===== src/rtl/hazard_pkg.sv =====
// Shared types for the hazard/forwarding controller: opcodes, forward-select
// encoding, per-stage destination descriptor and the forwarding pick helper.
package hazard_pkg;

    localparam int unsigned XLEN   = 32;
    localparam int unsigned REG_AW = 5;

    typedef enum logic [1:0] {
        FWD_RS  = 2'b00,
        FWD_WB  = 2'b01,
        FWD_MEM = 2'b10,
        FWD_PC4 = 2'b11
    } fwd_sel_e;

    localparam logic [6:0] OP_LUI    = 7'b0110111;
    localparam logic [6:0] OP_AUIPC  = 7'b0010111;
    localparam logic [6:0] OP_JAL    = 7'b1101111;
    localparam logic [6:0] OP_JALR   = 7'b1100111;
    localparam logic [6:0] OP_BRANCH = 7'b1100011;
    localparam logic [6:0] OP_LOAD   = 7'b0000011;
    localparam logic [6:0] OP_STORE  = 7'b0100011;
    localparam logic [6:0] OP_IMM    = 7'b0010011;
    localparam logic [6:0] OP_REG    = 7'b0110011;

    typedef struct packed {
        logic              valid;
        logic [REG_AW-1:0] rd;
        logic [REG_AW-1:0] rs1;
        logic [REG_AW-1:0] rs2;
        logic              rs1_used;
        logic              rs2_used;
        logic              wr_en;
        logic              is_load;
        logic              is_jump;
    } stage_desc_t;

    typedef struct packed {
        fwd_sel_e sel;
        logic     pc4_wb;
    } fwd_t;

    localparam stage_desc_t DESC_BUBBLE = '0;

    // True when the reader descriptor sources the given writer's rd.
    function automatic logic reads_reg(input stage_desc_t rdr, input logic [REG_AW-1:0] rd);
        return (rdr.rs1_used && (rdr.rs1 == rd)) || (rdr.rs2_used && (rdr.rs2 == rd));
    endfunction

    // A writer hazards a reader only if it is live and actually writes a non-x0 rd.
    function automatic logic raw_hit(input stage_desc_t rdr, input stage_desc_t wr);
        return wr.valid && wr.wr_en && reads_reg(rdr, wr.rd);
    endfunction

    // Per-operand bypass source; MEM is younger so it wins over WB.
    function automatic fwd_t fwd_pick(input logic used, input logic [REG_AW-1:0] rs,
                                      input stage_desc_t mem, input stage_desc_t wb);
        fwd_t f;
        f.sel    = FWD_RS;
        f.pc4_wb = 1'b0;
        if (used && (rs != '0)) begin
            if (mem.valid && mem.wr_en && (mem.rd == rs)) begin
                f.sel = mem.is_jump ? FWD_PC4 : FWD_MEM;
            end else if (wb.valid && wb.wr_en && (wb.rd == rs)) begin
                f.sel    = wb.is_jump ? FWD_PC4 : FWD_WB;
                f.pc4_wb = wb.is_jump;
            end
        end
        return f;
    endfunction

endpackage


===== src/rtl/hazard_decode.sv =====
// ID-stage decoder: instruction word -> destination/source descriptor.
// Ports: instr_i (ID instruction), desc_o (combinational descriptor, valid=1).
module hazard_decode
    import hazard_pkg::*;
(
    input  logic [XLEN-1:0] instr_i,
    output stage_desc_t     desc_o
);

    logic [6:0] opcode;
    logic       unused_instr;

    assign opcode       = instr_i[6:0];
    assign unused_instr = ^{instr_i[31:25], instr_i[14:12]};

    always_comb begin
        desc_o          = DESC_BUBBLE;
        desc_o.valid    = 1'b1;
        desc_o.rd       = instr_i[11:7];
        desc_o.rs1      = instr_i[19:15];
        desc_o.rs2      = instr_i[24:20];
        desc_o.rs1_used = !((opcode == OP_LUI) || (opcode == OP_AUIPC) || (opcode == OP_JAL));
        desc_o.rs2_used = (opcode == OP_REG) || (opcode == OP_STORE) || (opcode == OP_BRANCH);
        desc_o.is_load  = (opcode == OP_LOAD);
        desc_o.is_jump  = (opcode == OP_JAL) || (opcode == OP_JALR);
        case (opcode)
            OP_REG, OP_IMM, OP_LOAD, OP_LUI, OP_AUIPC, OP_JAL, OP_JALR:
                desc_o.wr_en = (instr_i[11:7] != '0);
            default:
                desc_o.wr_en = 1'b0;
        endcase
    end

endmodule


===== src/rtl/hazard_fwd_ctrl.sv =====
// Hazard and forwarding controller for the 5-stage pipeline.
// Tracks EX/MEM/WB destination descriptors and drives bypass selects,
// load-use / RAW stalls and branch flushes.
// Ports: i_clk, i_rst_n (async low), i_instr_ID, i_br_taken;
//        o_forward_a/b_sel, o_pc_plus_4_sela/b, o_stall_pc, o_stall_ifid,
//        o_flush_ifid, o_flush_idex.
// Build option: HAZARD_FWD_EN enables bypassing; without it every RAW on a
// live EX/MEM/WB writer stalls until the writer leaves WB.
module hazard_fwd_ctrl
    import hazard_pkg::*;
(
    input  logic            i_clk,
    input  logic            i_rst_n,
    input  logic [XLEN-1:0] i_instr_ID,
    input  logic            i_br_taken,
    output logic [1:0]      o_forward_a_sel,
    output logic [1:0]      o_forward_b_sel,
    output logic            o_pc_plus_4_sela,
    output logic            o_pc_plus_4_selb,
    output logic            o_stall_pc,
    output logic            o_stall_ifid,
    output logic            o_flush_ifid,
    output logic            o_flush_idex
);

    stage_desc_t id_desc;
    stage_desc_t ex_d, ex_q, mem_q, wb_q;
    logic        hazard;
    logic        br;
    logic        stall;
    logic        unused_desc;

    hazard_decode u_decode (
        .instr_i (i_instr_ID),
        .desc_o  (id_desc)
    );

`ifdef HAZARD_FWD_EN
    // Only a load in EX cannot be bypassed in time.
    assign hazard = ex_q.is_load && raw_hit(id_desc, ex_q);
`else
    assign hazard = raw_hit(id_desc, ex_q) || raw_hit(id_desc, mem_q) || raw_hit(id_desc, wb_q);
`endif

    // Redirect wins: the stalled ID instruction is on the wrong path anyway.
    assign br    = i_br_taken && i_rst_n;
    assign stall = hazard && !br;

    assign o_stall_pc   = stall;
    assign o_stall_ifid = stall;
    assign o_flush_ifid = br;
    assign o_flush_idex = br || stall;

    assign ex_d = o_flush_idex ? DESC_BUBBLE : id_desc;

    // Descriptor pipeline EX -> MEM -> WB.
    always_ff @(posedge i_clk or negedge i_rst_n) begin
        if (!i_rst_n) begin
            ex_q  <= DESC_BUBBLE;
            mem_q <= DESC_BUBBLE;
            wb_q  <= DESC_BUBBLE;
        end else begin
            ex_q  <= ex_d;
            mem_q <= ex_q;
            wb_q  <= mem_q;
        end
    end

`ifdef HAZARD_FWD_EN
    fwd_t fwd_a, fwd_b;

    assign fwd_a = fwd_pick(ex_q.valid && ex_q.rs1_used, ex_q.rs1, mem_q, wb_q);
    assign fwd_b = fwd_pick(ex_q.valid && ex_q.rs2_used, ex_q.rs2, mem_q, wb_q);

    assign o_forward_a_sel  = fwd_a.sel;
    assign o_forward_b_sel  = fwd_b.sel;
    assign o_pc_plus_4_sela = fwd_a.pc4_wb;
    assign o_pc_plus_4_selb = fwd_b.pc4_wb;
`else
    assign o_forward_a_sel  = 2'b00;
    assign o_forward_b_sel  = 2'b00;
    assign o_pc_plus_4_sela = 1'b0;
    assign o_pc_plus_4_selb = 1'b0;
`endif

    assign unused_desc = ^{ex_q, mem_q, wb_q};

endmodule


===== config.mk =====
export PLATFORM = sky130hd
export DESIGN_NAME = hazard_fwd_ctrl
export DESIGN_NICKNAME = d
export VERILOG_FILES = /design/src/rtl/hazard_pkg.sv /design/src/rtl/hazard_decode.sv /design/src/rtl/hazard_fwd_ctrl.sv
export SDC_FILE = /design/constraint.sdc
export NUM_CORES = 1
export LEC_CHECK = 0
export ABC_AREA = 1
export CAP_MARGIN = 20
export CORE_UTILIZATION = 48
export DETAILED_ROUTE_END_ITERATION = 8
export GPL_ROUTABILITY_DRIVEN = 0
export GPL_TIMING_DRIVEN = 0
export PLACE_DENSITY_LB_ADDON = 0.12
export SLEW_MARGIN = 30
export SYNTH_ARGS = -nofsm -noshare
export SYNTH_HDL_FRONTEND = slang
export SYNTH_SLANG_ARGS = --single-unit
export TNS_END_PERCENT = 30

===== constraint.sdc =====
create_clock -name i_clk -period 1.9 [get_ports i_clk]
set_input_delay 0.19 -clock i_clk [delete_from_list [all_inputs] [get_ports i_clk]]
set_output_delay 0.19 -clock i_clk [all_outputs]
set_load 0.02 [all_outputs]

==> impl_metrics.tcl <==
set metrics [dict create \
    grt_antenna_before_repair 0 \
    diodes 0 \
    boundaryPins 45 \
    routed_wl_um 2480 \
    dieWidth_um 53.6 \
    dp_hpwl_um 1980 \
    grt_use_total 0.197 \
    grt_pass1_vias 974 \
    antenna_left 0 \
    area_growth_pct 32.3 \
    fmax_ghz 0.528 \
    drive_gt1_frac 0.164 \
    stdcell_area_um2 1690 \
    grt_max_degree 22 \
    p_per_area_nw_per_um2 549 \
    syn_inst 174 \
    ys_types 18 \
    clk_latency_ns 0.29 \
    wl_met2_um 1200 \
    period_share 0.997 \
    min_path_type "input port to async pin" \
    power.leakage_nw 0.941 \
    dr_wl_met3_um 139 \
    cts_made_buffers 3 \
    grt_pass1_wl_um 3930 \
    cp_max_fo 3 \
    status "finished clean" \
    drc_errors 0 \
    viasPerCell 4.52 \
    rows 18 \
    min_period_ns 1.89 \
    avgRoutedWirePerCell_um 10.2 \
    nets 249 \
    drtPass1Iterations 4 \
    die_h_um 53.6 \
    maxCapViolations 0 \
    placed_area_um2 1610 \
    finClkSkew_ns 0.00935 \
    core_um2 2500 \
    clock-root-buffer "clkbuf_4" \
    io_buffers 28 \
    post-route-util 0.675 \
    cts_tree "built" \
    start_util 0.511 \
    setup.worst_path.class "input port to primary output" \
    overflow 0 \
    route.top_layer_used "met4" \
    worstPathRequired_ns 1.71 \
    htreeDepth 1 \
    synth_seq_cells 21 \
    rsz0062_at_grt "yes" \
    critPathLaunchType "input port" \
    cp.arrival_ns 1.70 \
    setup_viol 0 \
    slew_violations 0 \
    cts.path.max_buffers 2 \
    ys_seq_area_frac 0.412 \
    avgSynthCellArea_um2 7.33 \
    fp.dieArea_um2 2870 \
    yosys_warnings 0 \
    netlist_area_um2 1280 \
    clkSlewWorstSetupHoldPaths_ns 0.12 \
    cts.sinks 21 \
    wl_met1_um 1100 \
    vdd_drop_max_mv 0.485 \
    drt_iter0_markers 16 \
    via_count 1099 \
    final_hold_viol_count 0 \
    end_kind "primary output" \
]
## cells in the mapped netlist
cell type,number,share of area
a21oi_1,1,0.0039
buf_4,7,0.041
nand4_4,1,0.017
o21ai_0,1,0.0039
xnor2_1,10,0.069
inv_2,1,0.0029
nand3_2,1,0.0078
inv_1,31,0.091
nor2_1,20,0.059
nand4_1,3,0.015
nor2_2,2,0.0098
conb_1,1,0.0029
o22ai_1,1,0.0049
xor2_1,8,0.055
nand3_1,7,0.027
dfrtp_1,21,0.41
nand2_1,54,0.16
nand2_2,4,0.020
## repair_timing
action	4_1_cts	5_1_grt
buffers inserted	1	0
pin swaps	2	10
gates resized for setup	20	13
endpoints found under the hold margin	21	0
setup endpoints to repair	4	3
hold buffers	1	0
## state kept, by name (all words and copies together) (netlist names)
name / flops
ex_q: 7
wb_q: 7
mem_q: 7
## metal layers
layer | GRT usage | up-vias
met5 | 0 | -
li1 | - | 578
met2 | 0.354 | 37
met1 | 0.231 | 478
met4 | 0.0789 | 0
met3 | 0.0311 | 6
## report_power, final
group          total (W)  leakage (nW)  internal (W)  switching (W)
clock           0.000207        0.0150     0.0000815       0.000126
combinational   0.000223         0.669      0.000110       0.000113
sequential      0.000496         0.257      0.000472      0.0000240
## critical path, cell delays in order
cell             delay [ns]
clkdlybuf4s50_1        0.48
inv_1                  0.06
nor2_1                 0.09
nand3_1                0.10
nand2_2                0.10
inv_2                  0.05
nand3_1                0.07
nand2_1                0.07
nand2_2                0.09
nand3_2                0.07
nand2_1                0.07
inv_2                  0.04
buf_6                  0.10
buf_6                  0.12
## final cells by class
class | instances | area [µm²]
Tap cell | 30 | 37.5
Fill cell | 217 | 812
Clock buffer | 4 | 26.3
Sequential cell | 21 | 526
Inverter | 32 | 120
Multi-Input combinational cell | 119 | 632
Buffer | 7 | 56.3
Timing Repair Buffer | 30 | 290
## worst paths after layout
| kind | start | slack, ns | cells after the start | to |
|---|---|---|---|---|
| worst min-delay path | i_rst_n | 0.06 | 2 | ex_q[15] |
| max in group asynchronous | i_rst_n | 1.52 | 2 | wb_q[20] |
| worst min register to register | ex_q[2] | 0.38 | 0 | mem_q[2] |
| worst max-delay path | i_instr_ID[4] | 0.006 | 14 | o_stall_pc |
| worst max register to register | wb_q[15] | 0.54 | 8 | ex_q[15] |
| min in group i_clk | ex_q[2] | 0.38 | 0 | mem_q[2] |
## cell families (layout without fill, tap and decap cells)
family                    count (synthesis)  after routing  synth area share
and+or+nand+nor                          92             92             0.314
AOI/OAI and AO/OA                         3              3            0.0127
other                                     1              6           0.00294
DFF                                      21             21             0.412
xor gates and xnor gates                 18             18             0.124
buffers and inverters                    39             73             0.135
## per-stage QoR
| stage | instances | power, W | setup slack (ns) | hold slack [ns] | TNS (ns) |
|---|---|---|---|---|---|
| after floorplan | 179 | 0.000620 | 0.392 | -0.106 | 0 |
| after global placement | 237 | 0.000713 | -0.746 | 0.357 | -3.45 |
| after detailed placement | 237 | 0.000719 | -0.782 | 0.360 | -3.88 |
| after CTS | 243 | 0.000923 | -0.0349 | 0.386 | -0.0349 |
| after global routing | 243 | 0.000990 | -0.127 | 0.0893 | -0.296 |
| final | 243 | 0.000926 | 0.00579 | 0.0644 | 0 |
## layout by cell type, fill, tap and decap left out, drive strengths merged
cell	instances
nand2	58
conb	6
clkdlybuf4s15	1
dlymetal6s2s	2
dfrtp	21
a21oi	1
buf	12
xor2	8
o22ai	1
dlygate4sd2	2
xnor2	10
o21ai	1
nand4	4
clkdlybuf4s50	20
nor2	22
nand3	8
inv	32
clkbuf	4
(Power assumes the default switching activity.)
